$ cat config.mk
export PLATFORM = sky130hd
export DESIGN_NAME = instr_encoder_flat
export DESIGN_NICKNAME = d
export VERILOG_FILES = /design/src/rtl/instr_enc_if.sv /design/src/rtl/instr_encoder.sv /design/src/flat_wrapper.sv
export SDC_FILE = /design/constraint.sdc
export NUM_CORES = 1
export LEC_CHECK = 0
export ABC_CLOCK_PERIOD_IN_PS = 3300
export CAP_MARGIN = 10
export CORE_AREA = 5 5 75 77
export DETAILED_ROUTE_END_ITERATION = 8
export DIE_AREA = 0 0 80 82
export PLACE_DENSITY = 0.83
export SYNTH_ARGS = -nofsm -noshare
export SYNTH_HDL_FRONTEND = slang
export SYNTH_SLANG_ARGS = --single-unit
$ cat constraint.sdc
create_clock -name clk -period 3.3 [get_ports clk]
set_input_delay 0.495 -clock clk [delete_from_list [all_inputs] [get_ports clk]]
set_output_delay 0.495 -clock clk [all_outputs]
set_load 0.01 [all_outputs]
$ cat src/rtl/instr_enc_if.sv
`timescale 1ns/1ps
// instr_enc_if: decoded-field input handshake and encoded-word output handshake of instr_encoder.
// master drives fields and takes words; slave is the encoder.
interface instr_enc_if #(
    parameter int ADDR_W = 10
);
    logic              in_valid;
    logic              in_ready;
    logic [1:0]        kind;
    logic [4:0]        rd;
    logic [4:0]        rs1;
    logic [4:0]        rs2;
    logic [31:0]       imm;
    logic              out_valid;
    logic              out_ready;
    logic [31:0]       out;
    logic [ADDR_W-1:0] addr;

    modport master (
        output in_valid, kind, rd, rs1, rs2, imm, out_ready,
        input  in_ready, out_valid, out, addr
    );

    modport slave (
        input  in_valid, kind, rd, rs1, rs2, imm, out_ready,
        output in_ready, out_valid, out, addr
    );
endinterface

$ cat src/rtl/instr_encoder.sv
`timescale 1ns/1ps
// instr_encoder: packs lw/sw/beq/addi fields into RV32I words behind a one-entry output register.
// Define ENCODER_RANGE_CHECK_EN to reject out-of-range immediates (nop substitution, ERR/ERR_CNT).
module instr_encoder #(
    parameter int                ADDR_W = 10,
    parameter logic [ADDR_W-1:0] BASE   = '0
) (
    input  logic       clk,
    input  logic       rst_n,
    input  logic       clr,
    instr_enc_if.slave bus,
    output logic       err,
    output logic [7:0] err_cnt
);
    localparam logic [31:0] NOP      = 32'h0000_0013;
    localparam logic [1:0]  KIND_LW   = 2'd0;
    localparam logic [1:0]  KIND_SW   = 2'd1;
    localparam logic [1:0]  KIND_BEQ  = 2'd2;
    localparam logic [1:0]  KIND_ADDI = 2'd3;

    typedef enum logic {EMPTY = 1'b0, FULL = 1'b1} state_t;

    state_t            state_reg, state_next;
    logic [31:0]       out_reg, out_next;
    logic [ADDR_W-1:0] addr_reg, addr_next;
    logic              first_reg, first_next;
    logic              in_ready;
    logic              accept;
    logic              reject;
    logic [31:0]       word;

    function automatic logic [31:0] pack(
        input logic [1:0]  kind,
        input logic [4:0]  rd,
        input logic [4:0]  rs1,
        input logic [4:0]  rs2,
        input logic [12:0] imm
    );
        pack = NOP;
        case (kind)
            KIND_LW:   pack = {imm[11:0], rs1, 3'b010, rd, 7'b0000011};
            KIND_SW:   pack = {imm[11:5], rs2, rs1, 3'b010, imm[4:0], 7'b0100011};
            KIND_BEQ:  pack = {imm[12], imm[10:5], rs2, rs1, 3'b000, imm[4:1], imm[11], 7'b1100011};
            KIND_ADDI: pack = {imm[11:0], rs1, 3'b000, rd, 7'b0010011};
            default:   pack = NOP;
        endcase
    endfunction

    // CLR wins over any transfer, so the input is refused while it is high.
    assign in_ready = ((state_reg == EMPTY) || bus.out_ready) && !clr;
    assign accept   = bus.in_valid && in_ready;
    assign word     = reject ? NOP : pack(bus.kind, bus.rd, bus.rs1, bus.rs2, bus.imm[12:0]);

    always_comb begin
        state_next = state_reg;
        out_next   = out_reg;
        addr_next  = addr_reg;
        first_next = first_reg;
        if (clr) begin
            state_next = EMPTY;
            addr_next  = BASE;
            first_next = 1'b1;
        end else if (accept) begin
            state_next = FULL;
            out_next   = word;
            addr_next  = first_reg ? BASE : addr_reg + ADDR_W'(4);
            first_next = 1'b0;
        end else if ((state_reg == FULL) && bus.out_ready) begin
            state_next = EMPTY;
        end
    end

    always_ff @(posedge clk or negedge rst_n) begin
        if (!rst_n) begin
            state_reg <= EMPTY;
            out_reg   <= '0;
            addr_reg  <= BASE;
            first_reg <= 1'b1;
        end else begin
            state_reg <= state_next;
            out_reg   <= out_next;
            addr_reg  <= addr_next;
            first_reg <= first_next;
        end
    end

    assign bus.in_ready  = in_ready;
    assign bus.out_valid = (state_reg == FULL);
    assign bus.out       = out_reg;
    assign bus.addr      = addr_reg;

`ifdef ENCODER_RANGE_CHECK_EN
    logic       err_reg, err_next;
    logic [7:0] cnt_reg, cnt_next;

    function automatic logic imm_ok(input logic [1:0] kind, input logic signed [31:0] imm);
        if (kind == KIND_BEQ)
            imm_ok = (imm >= -32'sd4096) && (imm <= 32'sd4094) && !imm[0];
        else
            imm_ok = (imm >= -32'sd2048) && (imm <= 32'sd2047);
    endfunction

    assign reject = !imm_ok(bus.kind, bus.imm);

    always_comb begin
        err_next = err_reg;
        cnt_next = cnt_reg;
        if (clr) begin
            err_next = 1'b0;
            cnt_next = '0;
        end else if (accept && reject) begin
            err_next = 1'b1;
            cnt_next = (cnt_reg == 8'hFF) ? cnt_reg : cnt_reg + 8'd1;
        end
    end

    always_ff @(posedge clk or negedge rst_n) begin
        if (!rst_n) begin
            err_reg <= 1'b0;
            cnt_reg <= '0;
        end else begin
            err_reg <= err_next;
            cnt_reg <= cnt_next;
        end
    end

    assign err     = err_reg;
    assign err_cnt = cnt_reg;
`else
    // Without checking, high immediate bits are silently truncated.
    logic unused_imm_hi;
    assign unused_imm_hi = ^bus.imm[31:13];
    assign reject        = 1'b0;
    assign err           = 1'b0;
    assign err_cnt       = '0;
`endif
endmodule

$ cat src/flat_wrapper.sv
// flat-port wrapper written by rule: the top's interface ports become plain ports
module instr_encoder_flat 
#(
    parameter int                ADDR_W = 10,
    parameter logic [ADDR_W-1:0] BASE   = '0
)
  (clk, rst_n, clr, err, err_cnt, bus_in_valid, bus_kind, bus_rd, bus_rs1, bus_rs2, bus_imm, bus_out_ready, bus_in_ready, bus_out_valid, bus_out, bus_addr);
  instr_enc_if #(.ADDR_W(ADDR_W)) bus_i ();
  input  logic clk;
  input  logic rst_n;
  input  logic clr;
  output logic err;
  output logic [7:0] err_cnt;
  input wire logic [$bits(bus_i.in_valid)-1:0] bus_in_valid;
  input wire logic [$bits(bus_i.kind)-1:0] bus_kind;
  input wire logic [$bits(bus_i.rd)-1:0] bus_rd;
  input wire logic [$bits(bus_i.rs1)-1:0] bus_rs1;
  input wire logic [$bits(bus_i.rs2)-1:0] bus_rs2;
  input wire logic [$bits(bus_i.imm)-1:0] bus_imm;
  input wire logic [$bits(bus_i.out_ready)-1:0] bus_out_ready;
  output wire logic [$bits(bus_i.in_ready)-1:0] bus_in_ready;
  output wire logic [$bits(bus_i.out_valid)-1:0] bus_out_valid;
  output wire logic [$bits(bus_i.out)-1:0] bus_out;
  output wire logic [$bits(bus_i.addr)-1:0] bus_addr;
  assign bus_i.in_valid = bus_in_valid;
  assign bus_i.kind = bus_kind;
  assign bus_i.rd = bus_rd;
  assign bus_i.rs1 = bus_rs1;
  assign bus_i.rs2 = bus_rs2;
  assign bus_i.imm = bus_imm;
  assign bus_i.out_ready = bus_out_ready;
  assign bus_in_ready = bus_i.in_ready;
  assign bus_out_valid = bus_i.out_valid;
  assign bus_out = bus_i.out;
  assign bus_addr = bus_i.addr;
  instr_encoder #(.ADDR_W(ADDR_W), .BASE(BASE)) u_core (.clk(clk), .rst_n(rst_n), .clr(clr), .bus(bus_i), .err(err), .err_cnt(err_cnt));
endmodule
==> results.py, run 1 <==
metrics = {
    "critical_path": {
        "cp-start-kind": "primary input",
        "r2r_slack_ns": 1.58,
        "r2r-start": "u_core.bus.out_valid$_DFFE_PN0P_",
        "crit_type": "primary input to output port",
        "cpLargestDelayFamily": "buffers and inverters",
        "crit_chain": "clkdlybuf4s50_1 -> nor2b_1 -> nor2_1 -> clkdlybuf4s50_1",
        "worst_path_max_delay_cell": "nor2b_1",
        "end_kind": "output port",
        "worstPathArrival_ns": 2.06,
        "crit_top_cell": "clkdlybuf4s50_1",
        "cp_data_required_time_ns": 2.80,
        "r2r_cells": 4,
        "slowest_delay_ns": 0.57,
        "critPathMaxFanout": 9,
        "cp_num_buf_inv": 2,
        "r2r-end": "u_core.bus.out[27]$_DFFE_PN0P_",
    },
    "cts": {
        "cts_inserted_buffers": 5,
        "cts_tree": "yes",
        "cts.htree.levels": 2,
        "ctsRootBufferMaster": "clkbuf_8",
        "cts_resized": 0,
        "cts_sinks": 37,
        "clkSlewWorstSetupHoldPaths_ns": 0.06,
        "cts_hold_buf": 0,
        "clk_latency_ns": 0.28,
        "cts_buffer_depth": 2,
        "cts_setup_buffers": 0,
    },
    "drt": {
        "drt_pass1_iterations": 4,
        "vias_per_cell": 4.850,
        "drtAntennaViolNets": 0,
        "num_vias": 1484,
        "wl_per_cell_um": 14.48,
        "drt_wl_total_mm": 4.431,
        "drtIter0Drc": 60,
        "drc": 0,
    },
    "logic_synthesis": {
        "ys.flop_type": "dfrtp_1",
        "netlist_instances": 164,
        "synth_cell_types": 45,
        "syn_avg_cell_area_um2": 11.88,
        "ys_seq_elements": 37,
        "synth_edf_count": 0,
        "mappedNetlistArea_mm2": 0.001948,
        "synth-seq-area-share": 0.4759,
        "ys_warn_count": 0,
        "synthArstFlopShare": 1.000,
    },
    "floorplan": {
        "fp.dieW_um": 80,
        "rows": 26,
        "die_h_um": 82,
        "die_area_mm2": 0.006560,
        "coreArea_mm2": 0.004945,
        "ios": 107,
        "initial_core_util": 0.3940,
    },
    "cells_and_area": {
        "multi_input_area_um2": 887.1,
        "largest_reg_flops": 27,
        "areaGrowthSynthToFinish_pct": 40.72,
        "drive_gt1_frac": 0.1695,
        "diodes": 0,
        "final_nets": 296,
        "regArea_um2": 927.1,
        "fillerInstances": 456,
    },
    "global_routing": {
        "grt_pass1_wl_mm": 7.100,
        "grt_max_degree": 38,
        "grt_pass1_vias": 1520,
        "grt.total_usage": 0.1414,
        "antenna_found_initial": 0,
        "grt-ovfl-total": 0,
    },
    "sta": {
        "fin_skew_ns": 0.006377,
        "drv_slew": 0,
        "fin_crit_ns": 2.558,
        "fin_tns_setup_ns": 0,
        "worst-slew-pin-transition_ns": 0.8149,
        "setup_viol": 0,
        "rsz0062_at_grt": "no",
        "layout_setup_ws_ns": 0.7418,
        "timing.final.crit_share": 0.7752,
        "final_hold_viol_count": 0,
        "fmax_mhz": 390.9,
        "relSlewSlack": 0.4567,
    },
    "pwr": {
        "total_power_w": 0.001195,
        "peakVddDrop_mv": 0.2743,
        "power_density_mw_per_mm2": 436.1,
        "p_leak_nw": 1.159,
    },
    "run": {
        "drv_cap": 0,
    },
    "placement": {
        "routabilityCongestion": 0.7403,
        "place.detailed.hpwl_mm": 3.316,
        "pre_cts_ws_ns": 0.7520,
        "port_buffers": 72,
    },
    "status": {
        "outcome": "complete, no violations",
    },
    "min_path": {
        "hp-class": "primary input to async pin",
    },
}
-- report_power, final --
group	total (W)	switching [W]	internal [W]
clock	0.000315	0.000145	0.000170
combinational	0.000332	0.000129	0.000202
sequential	0.000549	0.0000330	0.000516
total	0.00120	0.000307	0.000888
-- worst register-to-register path, delay by kind of cell (launching register included) --
kind | cells | cell delay (ns)
mux | 1 | 0.36
flops | 1 | 0.37
simple gates | 2 | 0.63
buf+inv | 1 | 0.26
-- metrics by stage --
stage | cell area, µm² | util | cells | hold WS (ns)
finish | 2741 | 0.5544 | 306 | 0.3125
global route | 2741 | 0.5544 | 306 | 0.3742
CTS | 2741 | 0.5544 | 306 | 0.3453
detailed placement | 2651 | 0.5362 | 298 | 0.4875
global placement | 2651 | 0.5362 | 298 | 0.4743
floorplan | 2001 | - | 178 | 0.1994
-- synthesized netlist by cell type, types with 4 or more instances --
master	number	area (µm²)
dfrtp_1	36	900.9
mux2_2	24	270.3
buf_4	16	120.1
a22o_1	9	78.83
ha_1	7	87.58
a21oi_1	5	25.02
inv_1	4	15.01
nor2_1	4	15.01
o21ai_0	4	20.02
-- cell usage in the layout (no fill, tap or decap), types with 2 or more instances in the layout --
master           Yosys  final
a21oi_1              5      5
a22o_1               9      9
a31oi_1              3      3
buf_4               16      2
clkbuf_1             3      2
clkbuf_8             0      6
clkdlybuf4s50_1      0     71
conb_1               1     15
dfrtp_1             36     36
ha_1                 7      7
inv_1                4      4
mux2_2              24     24
nand2_1              2      2
nand2b_1             3      3
nand3_1              2      2
nand4_1              3      3
nand4b_1             2      2
nor2_1               4      4
nor2b_1              3      3
nor3_1               2      2
o21ai_0              4      4
o31ai_1              3      3
or2_2                2      2
-- cell type report --
| type | count | share of cell area |
|---|---|---|
| Sequential cell | 37 | 0.3382 |
| Inverter | 5 | 0.006846 |
| Clock buffer | 8 | 0.03286 |
| Multi-Input combinational cell | 112 | 0.3236 |
| Timing Repair Buffer | 74 | 0.2665 |
| Tap cell | 70 | 0.03195 |
-- how the worst max path moves through the flow --
stage,cells past startpoint,startpoint,slack [ns],endpoint
finish,4,bus_out_ready,0.74,bus_in_ready
floorplan,6,bus_kind[0],1.49,u_core.bus.out[20]$_DFFE_PN0P_
detailed placement,4,bus_out_ready,0.75,bus_in_ready
global placement,4,bus_out_ready,0.77,bus_in_ready
CTS,4,bus_out_ready,0.75,bus_in_ready
global route,4,bus_out_ready,0.64,bus_in_ready
-- routing by layer --
metal,GRT usage,share of wire
met5,0,0
met4,0.04561,0.0077
met3,0.05263,0.085
met2,0.2434,0.49
met1,0.1628,0.41
-- kinds of logic after synthesis --
| group | Yosys count | synth area share |
|---|---|---|
| buffers and inverters | 29 | 0.09569 |
| other | 1 | 0.001925 |
| DFF | 37 | 0.4759 |
| adders and majority gates | 7 | 0.04496 |
| muxes | 26 | 0.1496 |
| and+or+nand+nor | 30 | 0.1008 |
| AOI/OAI and AO/OA | 34 | 0.1310 |
Power figures use the tool's default switching activity.
==> run 2, diff against run 1 <==
Settings changed: ABC_CLOCK_PERIOD_IN_PS 3300 to 2200, CORE_AREA 5 5 75 77 to 5 5 81 83, DIE_AREA 0 0 80 82 to 0 0 86 88, PLACE_DENSITY 0.83 to 0.75.
Clock period 3.3 ns to 2.2 ns, I/O delays scaled along.
==> run 2 against run 1 <==
  * Clock skew decreased by 0.0015 ns
  * Die area increased by 15%
  * Critical path depth increased by 2
  * Flip-flop and latch count unchanged
  * Setup slack got worse by 0.45 ns
  * Core utilization decreased by 6.5 points
  * Non-clock buffer count increased by 6
  * Clock-buffer cell count decreased by 1
  * Cell count increased by 3.6%
  * Global-route usage decreased by 0.77 points
==> results.py, run 2 (synthesis results as in run 1) <==
metrics = {
    "sta": {
        "fin_tns_setup_ns": 0,
        "fin_crit_ns": 1.913,
        "fmax_mhz": 522.8,
        "relSlewSlack": 0.4376,
        "drv_slew": 0,
        "rsz0062_at_grt": "no",
        "final_hold_viol_count": 0,
        "timing.final.crit_share": 0.8695,
        "fin_skew_ns": 0.004846,
        "worst-slew-pin-transition_ns": 0.8437,
        "setup_viol": 0,
    },
    "critical_path": {
        "slowest_delay_ns": 0.55,
        "worst_path_max_delay_cell": "clkdlybuf4s50_1",
        "crit_chain": "clkdlybuf4s50_1 -> inv_1 -> ha_1 -> or2_2 -> a22o_1 -> mux2_2",
        "cp-start-kind": "primary input",
        "worstPathArrival_ns": 2.09,
        "cp_data_required_time_ns": 2.37,
        "crit_type": "primary input to register",
        "cpLargestDelayFamily": "buffers and inverters",
        "end_kind": "register",
        "critPathMaxFanout": 10,
        "cp_num_buf_inv": 2,
    },
    "cells_and_area": {
        "final_cell_mix": "71 x clkdlybuf4s50_1, 36 x dfrtp_1, 24 x mux2_2, 15 x conb_1, 9 x a22o_1",
        "final_util": 0.4898,
        "diodes": 0,
        "largest_reg_flops": 27,
        "final_common_cell": "clkdlybuf4s50_1",
        "drive_gt1_frac": 0.1942,
        "areaGrowthSynthToFinish_pct": 45.34,
        "final_nets": 302,
    },
    "cts": {
        "ctsRootBufferMaster": "clkbuf_8",
        "cts_sinks": 37,
        "cts_hold_buf": 0,
        "cts_inserted_buffers": 5,
        "cts_tree": "yes",
        "cts_buffer_depth": 2,
        "cts_setup_buffers": 0,
        "cts.htree.levels": 2,
        "clk_latency_ns": 0.28,
        "cts_resized": 0,
        "clkSlewWorstSetupHoldPaths_ns": 0.07,
    },
    "global_routing": {
        "grt-ovfl-total": 0,
        "grt_pass1_vias": 1578,
        "grt.total_usage": 0.1337,
        "antenna_found_initial": 0,
        "grt_pass1_wl_mm": 7.824,
        "grt_max_degree": 38,
    },
    "drt": {
        "drtAntennaViolNets": 0,
        "vias_per_cell": 4.811,
        "num_vias": 1525,
        "drt_wl_total_mm": 4.842,
        "drc": 0,
        "drt_pass1_iterations": 4,
        "drtIter0Drc": 98,
        "wl_per_cell_um": 15.27,
    },
    "floorplan": {
        "fp.dieW_um": 86,
        "die_h_um": 88,
        "initial_core_util": 0.3370,
        "die_area_mm2": 0.007568,
        "ios": 107,
        "rows": 28,
        "coreArea_mm2": 0.005781,
    },
    "pwr": {
        "peakVddDrop_mv": 0.3956,
        "power_density_mw_per_mm2": 685.8,
        "p_leak_nw": 1.205,
    },
    "run": {
        "drv_cap": 0,
    },
    "placement": {
        "port_buffers": 72,
        "routabilityCongestion": 0.7900,
        "place.detailed.hpwl_mm": 3.602,
    },
    "min_path": {
        "hp-class": "primary input to async pin",
    },
    "status": {
        "outcome": "complete, no violations",
    },
}
## run 2: layout make-up
cell class	count	area [µm²]
Clock inverter	1	30.03
Clock buffer	7	86.33
Inverter	5	18.77
Multi-Input combinational cell	112	887.1
Fill cell	542	2949
Tap cell	75	93.84
Sequential cell	37	927.1
Timing Repair Buffer	80	788.3
## run 2: per-stage QoR
step	cells	cell area [µm²]	power [W]	setup WS [ns]	hold slack, ns
after detailed placement	309	2715	0.001354	-0.02213	0.4915
after CTS	317	2831	0.001978	0.2914	0.1750
final	317	2831	0.001942	0.2871	0.1439
after global placement	309	2715	0.001343	0.004901	0.4711
after floorplan	178	2001	0.001059	0.5501	0.03441
after global routing	317	2831	0.002049	0.2010	0.2065
## run 2: final timing paths
kind	to	cells after the start	slack (ns)	start
setup / recovery	u_core.bus.out[8]$_DFFE_PN0P_	6	0.29	bus_kind[1]
hold / removal	u_core.bus.addr[3]$_DFFE_PN0P_	1	0.14	rst_n
setup reg to reg	u_core.bus.out[5]$_DFFE_PN0P_	5	0.62	u_core.bus.out_valid$_DFFE_PN0P_
hold reg to reg	u_core.bus.out[27]$_DFFE_PN0P_	1	0.50	u_core.bus.out[27]$_DFFE_PN0P_
max in group asynchronous	u_core.bus.out[23]$_DFFE_PN0P_	1	1.52	rst_n
min in group clk	u_core.bus.out[27]$_DFFE_PN0P_	1	0.50	u_core.bus.out[27]$_DFFE_PN0P_
## run 2: where the power goes
part	internal (W)	switching [W]	leakage (nW)
Clock	0.000370	0.000236	0.0585
Combinational	0.000313	0.000198	0.687
Sequential	0.000773	0.0000525	0.459
Total	0.00146	0.000486	1.21
## run 2: layer usage
metal / GRT usage / share of wire
met3: 0.04798 / 0.068
met5: 0 / 0
met2: 0.2179 / 0.49
met4: 0.05036 / 0.011
met1: 0.1625 / 0.43
